### src/rtl/fir_window_peak_if.sv
// Sample-stream and result-handshake bundle for fir_window_peak.
//  master: drives samples, clear and res_ready; observes the window results.
//  slave : the window-peak block itself.
//  Signals: clear, y_in[DW], y_valid, res_ready -> slave
//           pk_max[DW], pk_min[DW], abs_sum[SUM_W], res_valid, overrun -> master
interface fir_window_peak_if #(
    parameter int unsigned DW  = 10,
    parameter int unsigned WIN = 8
);
    localparam int unsigned SUM_W = DW + $clog2(WIN);

    logic             clear;
    logic [DW-1:0]    y_in;
    logic             y_valid;
    logic             res_ready;
    logic [DW-1:0]    pk_max;
    logic [DW-1:0]    pk_min;
    logic [SUM_W-1:0] abs_sum;
    logic             res_valid;
    logic             overrun;

    modport master (
        output clear, y_in, y_valid, res_ready,
        input  pk_max, pk_min, abs_sum, res_valid, overrun
    );

    modport slave (
        input  clear, y_in, y_valid, res_ready,
        output pk_max, pk_min, abs_sum, res_valid, overrun
    );
endinterface

### src/rtl/fir_window_peak.sv
// Window peak/level monitor behind the symmetric FIR output.
// Over consecutive non-overlapping windows of WIN accepted samples it computes the signed
// max, signed min and saturating sum of |y|, and holds the result for a consumer behind
// a valid/ready handshake with a sticky overrun flag.
//  clk   : rising-edge clock
//  rst   : asynchronous reset, active low
//  sl    : fir_window_peak_if.slave (samples in, clear, result handshake out)
module fir_window_peak #(
    parameter int unsigned DW  = 10,
    parameter int unsigned WIN = 8
) (
    input  logic                 clk,
    input  logic                 rst,
    fir_window_peak_if.slave     sl
);
    localparam int unsigned SUM_W = DW + $clog2(WIN);
    localparam int unsigned SUM_X = SUM_W + 1;
    localparam int unsigned CNT_W = (WIN > 2) ? $clog2(WIN) : 1;

    localparam logic [0:0] ST_EMPTY = 1'b0;
    localparam logic [0:0] ST_ACC   = 1'b1;

    logic [0:0]              state_q,   state_d;
    logic [CNT_W-1:0]        cnt_q,     cnt_d;
    logic signed [DW-1:0]    acc_max_q, acc_max_d;
    logic signed [DW-1:0]    acc_min_q, acc_min_d;
    logic [SUM_W-1:0]        acc_sum_q, acc_sum_d;
    logic signed [DW-1:0]    pk_max_q,  pk_max_d;
    logic signed [DW-1:0]    pk_min_q,  pk_min_d;
    logic [SUM_W-1:0]        abs_sum_q, abs_sum_d;
    logic                    res_valid_q, res_valid_d;
    logic                    overrun_q,   overrun_d;

    logic signed [DW-1:0]    y_s_c;
    logic [DW-1:0]           y_abs_c;
    logic [SUM_X-1:0]        sum_ext_c;
    logic [SUM_W-1:0]        sum_sat_c;
    logic signed [DW-1:0]    max_upd_c;
    logic signed [DW-1:0]    min_upd_c;

    // Magnitude is unsigned DW bits, so the most negative sample maps to 2**(DW-1) without wrap.
    always_comb begin
        y_s_c     = $signed(sl.y_in);
        y_abs_c   = sl.y_in[DW-1] ? (~sl.y_in + DW'(1)) : sl.y_in;
        sum_ext_c = {1'b0, acc_sum_q} + SUM_X'(y_abs_c);
        sum_sat_c = sum_ext_c[SUM_W] ? {SUM_W{1'b1}} : sum_ext_c[SUM_W-1:0];
        max_upd_c = (y_s_c > acc_max_q) ? y_s_c : acc_max_q;
        min_upd_c = (y_s_c < acc_min_q) ? y_s_c : acc_min_q;
    end

    // Accumulator FSM and result handshake next-state.
    always_comb begin
        state_d     = state_q;
        cnt_d       = cnt_q;
        acc_max_d   = acc_max_q;
        acc_min_d   = acc_min_q;
        acc_sum_d   = acc_sum_q;
        pk_max_d    = pk_max_q;
        pk_min_d    = pk_min_q;
        abs_sum_d   = abs_sum_q;
        res_valid_d = res_valid_q;
        overrun_d   = overrun_q;

        if (sl.clear) begin
            // Restart the window and drop any pending result; result data stays visible.
            state_d     = ST_EMPTY;
            cnt_d       = '0;
            res_valid_d = 1'b0;
            overrun_d   = 1'b0;
        end else begin
            if (res_valid_q && sl.res_ready) begin
                res_valid_d = 1'b0;
            end

            if (sl.y_valid) begin
                case (state_q)
                    ST_EMPTY: begin
                        acc_max_d = y_s_c;
                        acc_min_d = y_s_c;
                        acc_sum_d = SUM_W'(y_abs_c);
                        cnt_d     = CNT_W'(1);
                        state_d   = ST_ACC;
                    end
                    default: begin
                        if (cnt_q == CNT_W'(WIN - 1)) begin
                            // Last sample: publish including this sample, overwrite if unconsumed.
                            pk_max_d    = max_upd_c;
                            pk_min_d    = min_upd_c;
                            abs_sum_d   = sum_sat_c;
                            res_valid_d = 1'b1;
                            if (res_valid_q && !sl.res_ready) begin
                                overrun_d = 1'b1;
                            end
                            cnt_d   = '0;
                            state_d = ST_EMPTY;
                        end else begin
                            acc_max_d = max_upd_c;
                            acc_min_d = min_upd_c;
                            acc_sum_d = sum_sat_c;
                            cnt_d     = cnt_q + CNT_W'(1);
                        end
                    end
                endcase
            end
        end
    end

    // State and result registers.
    always_ff @(posedge clk or negedge rst) begin
        if (!rst) begin
            state_q     <= ST_EMPTY;
            cnt_q       <= '0;
            acc_max_q   <= '0;
            acc_min_q   <= '0;
            acc_sum_q   <= '0;
            pk_max_q    <= '0;
            pk_min_q    <= '0;
            abs_sum_q   <= '0;
            res_valid_q <= 1'b0;
            overrun_q   <= 1'b0;
        end else begin
            state_q     <= state_d;
            cnt_q       <= cnt_d;
            acc_max_q   <= acc_max_d;
            acc_min_q   <= acc_min_d;
            acc_sum_q   <= acc_sum_d;
            pk_max_q    <= pk_max_d;
            pk_min_q    <= pk_min_d;
            abs_sum_q   <= abs_sum_d;
            res_valid_q <= res_valid_d;
            overrun_q   <= overrun_d;
        end
    end

    assign sl.pk_max    = pk_max_q;
    assign sl.pk_min    = pk_min_q;
    assign sl.abs_sum   = abs_sum_q;
    assign sl.res_valid = res_valid_q;
    assign sl.overrun   = overrun_q;

endmodule

### src/flat_wrapper.sv
// flat-port wrapper written by rule: the top's interface ports become plain ports
module fir_window_peak_flat 
#(
    parameter int unsigned DW  = 10,
    parameter int unsigned WIN = 8
)
  (clk, rst, sl_clear, sl_y_in, sl_y_valid, sl_res_ready, sl_pk_max, sl_pk_min, sl_abs_sum, sl_res_valid, sl_overrun);
  fir_window_peak_if #(.DW(DW), .WIN(WIN)) sl_i ();
  input  logic clk;
  input  logic rst;
  input wire logic [$bits(sl_i.clear)-1:0] sl_clear;
  input wire logic [$bits(sl_i.y_in)-1:0] sl_y_in;
  input wire logic [$bits(sl_i.y_valid)-1:0] sl_y_valid;
  input wire logic [$bits(sl_i.res_ready)-1:0] sl_res_ready;
  output wire logic [$bits(sl_i.pk_max)-1:0] sl_pk_max;
  output wire logic [$bits(sl_i.pk_min)-1:0] sl_pk_min;
  output wire logic [$bits(sl_i.abs_sum)-1:0] sl_abs_sum;
  output wire logic [$bits(sl_i.res_valid)-1:0] sl_res_valid;
  output wire logic [$bits(sl_i.overrun)-1:0] sl_overrun;
  assign sl_i.clear = sl_clear;
  assign sl_i.y_in = sl_y_in;
  assign sl_i.y_valid = sl_y_valid;
  assign sl_i.res_ready = sl_res_ready;
  assign sl_pk_max = sl_i.pk_max;
  assign sl_pk_min = sl_i.pk_min;
  assign sl_abs_sum = sl_i.abs_sum;
  assign sl_res_valid = sl_i.res_valid;
  assign sl_overrun = sl_i.overrun;
  fir_window_peak #(.DW(DW), .WIN(WIN)) u_core (.clk(clk), .rst(rst), .sl(sl_i));
endmodule
### config.mk
export PLATFORM = sky130hd
export DESIGN_NAME = fir_window_peak_flat
export DESIGN_NICKNAME = d
export VERILOG_FILES = /design/src/rtl/fir_window_peak_if.sv /design/src/rtl/fir_window_peak.sv /design/src/flat_wrapper.sv
export SDC_FILE = /design/constraint.sdc
export NUM_CORES = 1
export LEC_CHECK = 0
export ABC_AREA = 1
export CAP_MARGIN = 10
export CORE_MARGIN = 3
export CORE_UTILIZATION = 24
export DETAILED_ROUTE_END_ITERATION = 8
export PLACE_DENSITY = 0.46
export SLEW_MARGIN = 0
export SYNTH_ARGS = -nofsm -noshare
export SYNTH_HDL_FRONTEND = slang
export SYNTH_SLANG_ARGS = --single-unit
### constraint.sdc
create_clock -name clk -period 2.05 [get_ports clk]
set_input_delay 0.41 -clock clk [delete_from_list [all_inputs] [get_ports clk]]
set_output_delay 0.41 -clock clk [all_outputs]
set_load 0.05 [all_outputs]
== Word level (Yosys, flattened, before mapping) ==
Cells that the tools add are included.

* Add/sub/neg operators: 3
* Order comparisons: 2
* Equal/unequal tests: 2
* Multiplexer cells: 28
* Bitwise gates (word level): 2
* Reduce and logical (&&, ||, !) cells: 10

{| class="wikitable"
|+ Operators with widths
! kind !! count
|-
| 10-bit 2-to-1 mux || 7
|-
| 13-bit 2-to-1 mux || 3
|-
| 13-bit by 10-bit adder with 14-bit output || 1
|-
| 1-bit 2-to-1 mux || 14
|-
| 3-bit 2-to-1 mux || 4
|-
| 10-bit by 1-bit adder with 10-bit output, second input constant || 1
|-
| 10-bit greater-than comparator || 1
|-
| 10-bit less-than comparator || 1
|-
| 10-bit inverter || 1
|-
| 4-bit AND reduction || 2
|-
| 2-bit nonzero test || 4
|-
| 3-bit by 1-bit adder with 3-bit output, second input constant || 1
|-
| 3-bit == test, second input constant || 1
|-
| 3-bit AND reduction || 1
|-
| 1-bit logical AND || 2
|-
| 2-bit != test, second input constant || 1
|-
| 1-bit logical NOT || 1
|-
| 1-bit inverter || 1
|}

* Bits in registers: 72

== Longest topological paths before layout ==
Gate-level depths: netlist (run 1).

* Depth after elaboration: 7
* Gate-level depth with buffers: 18
* Gate-level depth less buffers: 17

== Worst setup path before layout (run 1) ==
No wires, ideal clock.

* Path type: in2reg
* Start: input port sl_y_in[0]
* End: register u_core.acc_sum_q[9]
* Setup time: 0.117 ns
* Data arrival time: 2.179 ns
* Required time: 1.933 ns
* Path slack: -0.245 ns
* Stages on the path: 16
* Cell sequence: inv_1 ha_1 a21oi_1 xor2_1 ha_1 nand2_1 nand2_1 a31oi_1 nand2_1 nand2_1 nand2_2 nand3_4 buf_6 nand3_1 nand2_1 nand2_1

* Word-level cells in the longest chain between the ends: 7

{| class="wikitable"
|+ RTL lines
! item !! line !! text
|-
| start, declared || flat_wrapper.sv:12 || <nowiki>input wire logic [$bits(sl_i.y_in)-1:0] sl_y_in;</nowiki>
|-
| 10-bit inverter || fir_window_peak.sv:44 || <nowiki>y_abs_c = sl.y_in[DW-1] ? (~sl.y_in + DW'(1)) : sl.y_in;</nowiki>
|-
| 10-bit by 1-bit adder with 10-bit output || fir_window_peak.sv:44 ||
|-
| 10-bit 2-to-1 mux (*) || fir_window_peak.sv:44 ||
|-
| 13-bit by 10-bit adder with 14-bit output || fir_window_peak.sv:45 || <nowiki>sum_ext_c = {1'b0, acc_sum_q} + SUM_X'(y_abs_c);</nowiki>
|-
| 13-bit 2-to-1 mux || fir_window_peak.sv:46 || <nowiki>sum_sat_c = sum_ext_c[SUM_W] ? {SUM_W{1'b1}} : sum_ext_c[SUM_W-1:0];</nowiki>
|-
| 13-bit 2-to-1 mux || fir_window_peak.sv:85 || <nowiki>if (cnt_q == CNT_W'(WIN - 1)) begin</nowiki>
|-
| 13-bit 2-to-1 mux (*) || fir_window_peak.sv:76 || <nowiki>case (state_q)</nowiki>
|-
| end signal, assigned || fir_window_peak.sv:126 || <nowiki>acc_sum_q <= acc_sum_d;</nowiki>
|-
| end, declared || fir_window_peak.sv:27 || <nowiki>logic [SUM_W-1:0] acc_sum_q, acc_sum_d;</nowiki>
|}

Every way passes the cells marked *; elsewhere a longest branch is shown, timed or not. The select of a mux whose other input is x is not followed.
A chain may end at the register's enable or synchronous reset.

== Final worst setup path (run 1) ==
* Start: input port sl_y_in[1]
* End: register u_core.abs_sum_q[6], in the netlist u_core.sl.abs_sum[6]

* Word-level cells in the longest chain between the ends: 5

{| class="wikitable"
|+ RTL lines
! item !! line !! text
|-
| 10-bit inverter || fir_window_peak.sv:44 ||
|-
| 10-bit by 1-bit adder with 10-bit output || fir_window_peak.sv:44 ||
|-
| 10-bit 2-to-1 mux (*) || fir_window_peak.sv:44 ||
|-
| 13-bit by 10-bit adder with 14-bit output (*) || fir_window_peak.sv:45 ||
|-
| 13-bit 2-to-1 mux (*) || fir_window_peak.sv:46 ||
|-
| end signal, assigned || fir_window_peak.sv:129 || <nowiki>abs_sum_q <= abs_sum_d;</nowiki>
|-
| end, declared || fir_window_peak.sv:30 || <nowiki>logic [SUM_W-1:0] abs_sum_q, abs_sum_d;</nowiki>
|}

Every way passes the cells marked *; elsewhere a longest branch is shown, timed or not.

==> Flow_metrics.wiki, run 1 <==
{| class="wikitable"
! Metric !! Value
|-
| EDFF count, synth || 0
|-
| Final period demand of the worst path || 2.22 ns
|-
| Number of remaining DRC errors || 0
|-
| Setup violation total in the final timing report || 26
|-
| Power per Cell Area || 850 mW/mm²
|-
| Post-synthesis area per instance || 7.59 µm²
|-
| Remaining global-route overflow || 0
|-
| Synth Flop Type || dfrtp_1
|-
| Number of top-level pins || 50
|-
| Max Fanout on Critical Path || 8
|-
| Cell area after technology mapping || 0.00465 mm²
|-
| CP Data Required Time || 2.28 ns
|-
| GRT Total Usage || 0.145
|-
| Maximum achievable frequency || 0.450 GHz
|-
| First-pass detailed-route iteration total || 4
|-
| Synthesized instance count || 612
|-
| Yosys warns || 0
|-
| Peak ir drop on the vdd network || 0.427 mV
|-
| Critical register-to-register path startpoint || u_core.acc_sum_q[0]
|-
| Unique masters post-synth || 37
|-
| Transition at the pin with the smallest max-transition slack || 0.513 ns
|-
| Worst setup path startpoint || sl_y_in[1]
|-
| Sum of negative setup slack || -3.18 ns
|-
| Run status || finished with violations
|-
| Maximum number of pins on one net before global-route repair || 39
|-
| Max-Slew Margin vs Limit || 0.657
|-
| Total of buffers placed on input and output ports || 49
|-
| Final core area utilization || 0.369
|-
| Final Slew Violations || 0
|-
| Final period utilization || 1.08
|-
| Part of the Yosys area used for sequential elements || 0.388
|-
| Initial antenna violation count || 0
|-
| Final cell count without fillers || 998
|-
| Number of global-route vias before repair || 4,819
|-
| Overall die height || 145 µm
|-
| Number of failing hold endpoints at the final stage || 0
|-
| Number of buffers on the longest clock path || 2
|-
| Total nets after synthesis || 661
|-
| Number of maximum-capacitance constraint violations || 0
|-
| Residual antenna-violating net count after detailed routing || 0
|-
| Global-route wire length before repair || 24,600 µm
|-
| Average wire per standard cell || around 15 µm
|-
| Crit path launch type || input port
|-
| # nets final || 782
|-
| Avg Vias per Cell || 4.53
|-
| Count of standard-cell rows || 50
|-
| CP arrival || 2.45 ns
|-
| TritonCTS buffer count || 9
|-
| # clock sinks || 72
|-
| Antenna diode count || 0
|-
| Violated checks || setup timing
|-
| Worst Hold Class || in -> async
|-
| Post-placement setup slack || -1.18 ns
|-
| Die area || between 0.02 and 0.025 mm²
|-
| Latest clock arrival within the worst-skew pair || 0.35 ns
|-
| Routed vias || 4,519
|-
| FFs w/ async S/R, synth || 1.00
|-
| Global placer's final weighted congestion || 0.927
|-
| Post-layout worst setup margin || -0.173 ns
|-
| Synth Register Bits || 72
|-
| Cell at the root of the clock tree || clkbuf_16
|-
| Type of the worst setup path || in -> reg
|-
| Setup slack, reg-to-reg || 0.03 ns
|-
| Worst Setup End Kind || flop
|-
| Clock slew at reported path FFs || ~0.06 ns
|-
| Leakage power || 0.00327 µW
|-
| CTS tree || built
|-
| Fraction of final layout cells sized beyond drive strength 1 || 0.316
|-
| CP Cell Sequence || buf_4 > inv_2 > ha_4 > a21oi_2 > xor2_2 > ha_4 > nand2_1 > nand2_1 > a31oi_1 > nand2_2 > nand2_2 > nand2_4 > nand3_4 > buf_6 > a31oi_1
|-
| H-tree level count || 3
|-
| Detailed-route wire length || 15,000 µm
|-
| Delay of the slowest critical-path stage || 0.25 ns
|-
| Max Clock Skew || 0.00921 ns
|-
| Setup repair after global routing missed its margin || yes
|-
| Critical-path top delay cell || xor2_2
|-
| Detail Placement HPWL || 10,900 µm
|-
| Core Region || 0.0188 mm²
|-
| Starting density of the core || 0.247
|-
| Number of placed cells counting well taps || 972
|-
| 1st-iter DRT viols || 292
|-
| Die width || 145 µm
|-
| Hold_buf cts || 0
|-
| Synthesis-to-finish area growth || 49.5%
|}
state kept, by name, summed over array words and instances (netlist names), 3 cells and up:
register / count
u_core.sl.pk_min: 10
u_core.cnt_q: 3
u_core.sl.pk_max: 10
u_core.sl.abs_sum: 13
u_core.acc_min_q: 10
u_core.acc_max_q: 10
u_core.acc_sum_q: 13
area by class of cell:
cell class / instances / area [µm²]
Fill cell: 1988 / 11900
Multi-Input combinational cell: 456 / 3100
Clock inverter: 2 / 37.5
Clock buffer: 14 / 264
Tap cell: 260 / 325
Timing Repair Buffer: 130 / 1180
Inverter: 64 / 240
Sequential cell: 72 / 1800
metrics by stage:
step	hold slack, ns	total power (µW)	cell area (µm²)
floorplan	0.114	2890	4660
global placement	0.414	3810	5970
detailed placement	0.424	3830	5970
CTS	0.0433	5710	6580
global route	0.0623	6270	6950
finish	0.0191	5900	6950
final timing paths:
check,end,depth (start not counted)
worst max-delay path,u_core.sl.abs_sum[6],15
worst min-delay path,u_core.sl.abs_sum[1],1
worst max register to register,u_core.sl.abs_sum[8],9
worst min register to register,u_core.sl.pk_min[2],2
max in group asynchronous,u_core.cnt_q[2],2
min in group clk,u_core.sl.pk_min[2],2
placed cells by master, fill, tap and decap left out, types with 7 or more instances in the layout:
cell type        instances
nand3_2                 23
clkbuf_16                9
ha_4                    12
buf_4                   71
buf_6                    7
inv_1                   53
nand3_1                 59
or2_2                    7
nand2_2                 25
a21oi_2                 12
o21ai_0                 11
a21oi_1                 31
nand2_1                149
a31oi_1                  7
dfrtp_1                 72
clkdlybuf4s50_1         38
ha_1                    21
inv_2                   11
nor2_1                  37
synth_stat cells (2+ instances only):
| cell | count | area, µm² |
|---|---|---|
| nand3_1 | 80 | 400 |
| xnor2_1 | 5 | 43.8 |
| o21ai_1 | 3 | 15.0 |
| nand2_1 | 165 | 619 |
| ha_1 | 33 | 413 |
| o21ai_2 | 3 | 26.3 |
| nor2_2 | 3 | 18.8 |
| inv_1 | 63 | 236 |
| nand3_2 | 3 | 30.0 |
| xor2_1 | 9 | 78.8 |
| a31oi_1 | 11 | 68.8 |
| a21oi_1 | 41 | 205 |
| a21oi_2 | 2 | 17.5 |
| buf_6 | 3 | 33.8 |
| buf_2 | 4 | 20.0 |
| nand4_1 | 6 | 37.5 |
| nor3_1 | 2 | 10.0 |
| o21ai_0 | 14 | 70.1 |
| nor2_1 | 43 | 161 |
| clkbuf_1 | 12 | 45.0 |
| nand2_2 | 14 | 87.6 |
| or2_2 | 7 | 43.8 |
| dfrtp_1 | 72 | 1800 |
report_power, final:
| group | switching, µW | internal, µW |
|---|---|---|
| sequential | 112 | 1570 |
| combinational | 1430 | 1150 |
| clock | 626 | 1010 |
| total | 2170 | 3730 |
per-layer routing:
metal  vias to the layer above  GRT usage  wire (µm)
li1                       2243          -          -
met1                      2181      0.174       6650
met2                        74      0.260       7690
met3                        21     0.0259        414
met4                         0     0.0475        259
met5                         -          0          0
what timing repair did:
item                       in CTS  in global routing
resized for setup              86                 71
setup endpoints to repair      66                 64
pin swaps                      33                 44
gates cloned                    2                  0
buffers inserted                5                  3
critical path, delay by kind of cell:
kind | cells | cell delay, ns
compound gates | 3 | 0.45
xor+xnor | 1 | 0.25
fa+ha+maj | 2 | 0.43
buf+inv | 3 | 0.34
simple gates | 6 | 0.55
cell families (layout without fill, tap and decap cells):
| family | Yosys count | in the layout | share of synthesized area |
|---|---|---|---|
| compound gates | 79 | 79 | 0.0980 |
| xor+xnor | 14 | 14 | 0.0264 |
| fa+ha+maj | 34 | 34 | 0.0932 |
| buf+inv | 85 | 210 | 0.0776 |
| flops | 72 | 72 | 0.388 |
| simple gates | 328 | 329 | 0.317 |
Power figures use the tool's default switching activity.
==> inputs of run 2 (changes only) <==
Settings changed: MAX_ROUTING_LAYER from default to met4.
==> run 2 against run 1 <==
Effect of this change:
- setup slack better by 0.020 ns
- global-route usage rose by 0.80 points
- combinational power barely moved
- the run still ends with setup timing left
- worst hold slack better by 0.46 ns
==> Flow_metrics.wiki, run 2 (synthesis results as in run 1) <==
{| class="wikitable"
! Metric !! Value
|-
| Run status || finished with violations
|-
| Violated checks || setup timing
|-
| CP arrival || 2.43 ns
|-
| Max-Slew Margin vs Limit || 0.629
|-
| Latest clock arrival within the worst-skew pair || ~0.35 ns
|-
| Starting density of the core || 0.247
|-
| Detail Placement HPWL || 10,900 µm
|-
| Number of maximum-capacitance constraint violations || 0
|-
| Number of global-route vias before repair || 4,836
|-
| CP delay by family, top || simple AND/OR/NAND/NOR gates
|-
| Overall die height || 145 µm
|-
| Sum of negative setup slack || -2.54 ns
|-
| GRT Total Usage || 0.153
|-
| Setup violation total in the final timing report || 24
|-
| Maximum achievable frequency || 0.454 GHz
|-
| TritonCTS buffer count || 9
|-
| Register cell area after layout || between 0.0015 and 0.002 mm²
|-
| Antenna diode count || 0
|-
| Type of the worst setup path || in -> reg
|-
| CP Data Required Time || 2.28 ns
|-
| Maximum number of pins on one net before global-route repair || 45
|-
| Residual antenna-violating net count after detailed routing || 0
|-
| Final Slew Violations || 0
|-
| Transition at the pin with the smallest max-transition slack || 0.556 ns
|-
| Remaining global-route overflow || 0
|-
| Most frequent cells in the layout || nand2_1 (145), dfrtp_1 (72), buf_4 (67)
|-
| Area occupied by multi-input gates || roughly 0.0031 mm²
|-
| Peak ir drop on the vdd network || a little under 0.5 mV
|-
| Number of failing hold endpoints at the final stage || 0
|-
| Max Clock Skew || about 0.0032 ns
|-
| Crit path launch type || input port
|-
| Final instance area || 0.00700 mm²
|-
| Delay of the slowest critical-path stage || approximately 0.25 ns
|-
| # nets final || 780
|-
| First-pass detailed-route iteration total || 4
|-
| Overall power consumption || between 5000 and 6000 µW
|-
| Setup repair after global routing missed its margin || yes
|-
| Area post-placement || 0.00597 mm²
|-
| CP Cell Sequence || buf_8 > nor2_4 > nand2_2 > nor2_4 > nand2_2 > nand2_4 > xor2_4 > ha_4 > nand2_2 > nand2_2 > a31oi_4 > nand2_2 > nand2_2 > nand2_4 > nand3_4 > buf_8 > a31oi_1
|-
| Number of top-level pins || 50
|-
| Core Region || ~0.019 mm²
|-
| Routed vias || 4,556
|-
| Die width || 145 µm
|-
| Count of standard-cell rows || 50
|-
| Total of buffers placed on input and output ports || just under 50
|-
| CP most frequent cell || nand2_2
|-
| 1st-iter DRT viols || a little under 200
|-
| Global placer's final weighted congestion || 0.909
|-
| Most common cell after layout, fill and taps aside || nand2_1
|-
| Final period utilization || 1.07
|-
| Cell at the root of the clock tree || clkbuf_16
|-
| Setup slack, reg-to-reg || 0.05 ns
|-
| # clock sinks || ~70
|-
| Leakage power || 0.00329 µW
|-
| Worst Setup End Kind || flop
|-
| Die area || ~0.021 mm²
|-
| Final core area utilization || 0.372
|-
| Clock slew at reported path FFs || 0.06 ns
|-
| Max Fanout on Critical Path || 8
|-
| Power per Cell Area || about 850 mW/mm²
|-
| Average wire per standard cell || 15.7 µm
|-
| Global-route wire length before repair || 25,000 µm
|-
| Number of fill cells || about 1,900
|-
| CTS tree || built
|-
| Number of buffers on the longest clock path || 2
|-
| Worst Hold Class || reg -> reg
|-
| H-tree level count || 3
|-
| Critical-path top delay cell || ha_4
|-
| Worst path buffer plus inverter count || 2
|-
| Fraction of final layout cells sized beyond drive strength 1 || 0.318
|-
| Number of remaining DRC errors || 0
|-
| Post-layout worst setup margin || -0.153 ns
|-
| Synthesis-to-finish area growth || 50.7%
|-
| Detailed-route wire length || 15,600 µm
|-
| Avg Vias per Cell || about 4.6
|-
| Final period demand of the worst path || 2.20 ns
|-
| Initial antenna violation count || 0
|}
-- run 2: cell types whose count changed in the layout (fill, tap and decap cells not counted), moves of 3 or more --
cell,delta
clkbuf_1,-3
nand2_1,-4
inv_4,+3
buf_4,-4
inv_1,+3
a21oi_2,-4
o21ai_0,-3
a21oi_4,+4
ha_4,-3
inv_2,-6
buf_6,-4
nand2_2,+4
a31oi_1,-4
a31oi_4,+4
-- run 2: timing repair --
item | 4_1_cts | 5_1_grt
setup endpoints to repair | 66 | 66
resized for setup | 82 | 88
hold buffers | 1 | 0
hold endpoints to repair | 3 | 0
buffers inserted | 3 | 3
pin swaps | 28 | 48
cloned | 2 | 1
-- run 2: stage by stage --
stage / worst slack, ns / hold WS (ns) / instances
finish: -0.153 / 0.480 / 996
global route: -0.253 / 0.502 / 996
CTS: -0.206 / 0.483 / 992
detailed placement: -1.23 / 0.384 / 970
global placement: -1.14 / 0.374 / 970
floorplan: -0.217 / 0.114 / 612
-- run 2: area by class of cell --
type | instances | area share
clock buffers | 11 | 0.0361
clock inverters | 5 | 0.00786
inverters | 64 | 0.0354
multi-input cells | 457 | 0.448
flip-flops and latches | 72 | 0.257
well taps | 260 | 0.0465
repair buffers | 127 | 0.169
-- run 2: power by group --
| part | switching (µW) | internal (µW) |
|---|---|---|
| logic | 1470 | 1130 |
| registers | 110 | 1570 |
| clock network | 650 | 1000 |
| total | 2230 | 3700 |
-- run 2: final timing paths --
check / startpoint / end / depth (start not counted)
worst min register to register: u_core.sl.abs_sum[11] / u_core.sl.abs_sum[11] / 2
worst max-delay path: sl_y_in[3] / u_core.sl.abs_sum[7] / 17
worst max register to register: u_core.acc_sum_q[0] / u_core.acc_sum_q[10] / 12
min in group asynchronous: rst / u_core.acc_sum_q[8] / 2
max in group asynchronous: rst / u_core.acc_min_q[2] / 3
worst min-delay path: u_core.sl.abs_sum[11] / u_core.sl.abs_sum[11] / 2
-- run 2: routing by layer --
metal  global-route usage  share of wire  vias up
met3               0.0387          0.036       26
met5                    -              0        -
met4               0.0475          0.021        0
met1                0.177           0.44     2171
met2                0.261           0.51      108
li1                     -              -     2251
-- run 2: worst register-to-register path: stages, from the launching register on --
cell,delay (ns)
dfrtp_1,0.41
ha_1,0.23
fa_2,0.35
nand3_1,0.07
nand2_1,0.10
nand2_1,0.08
o211ai_1,0.13
nand2_1,0.15
nand2_1,0.07
nand2_1,0.08
nand3_2,0.09
nand2_1,0.07
o21ai_1,0.05
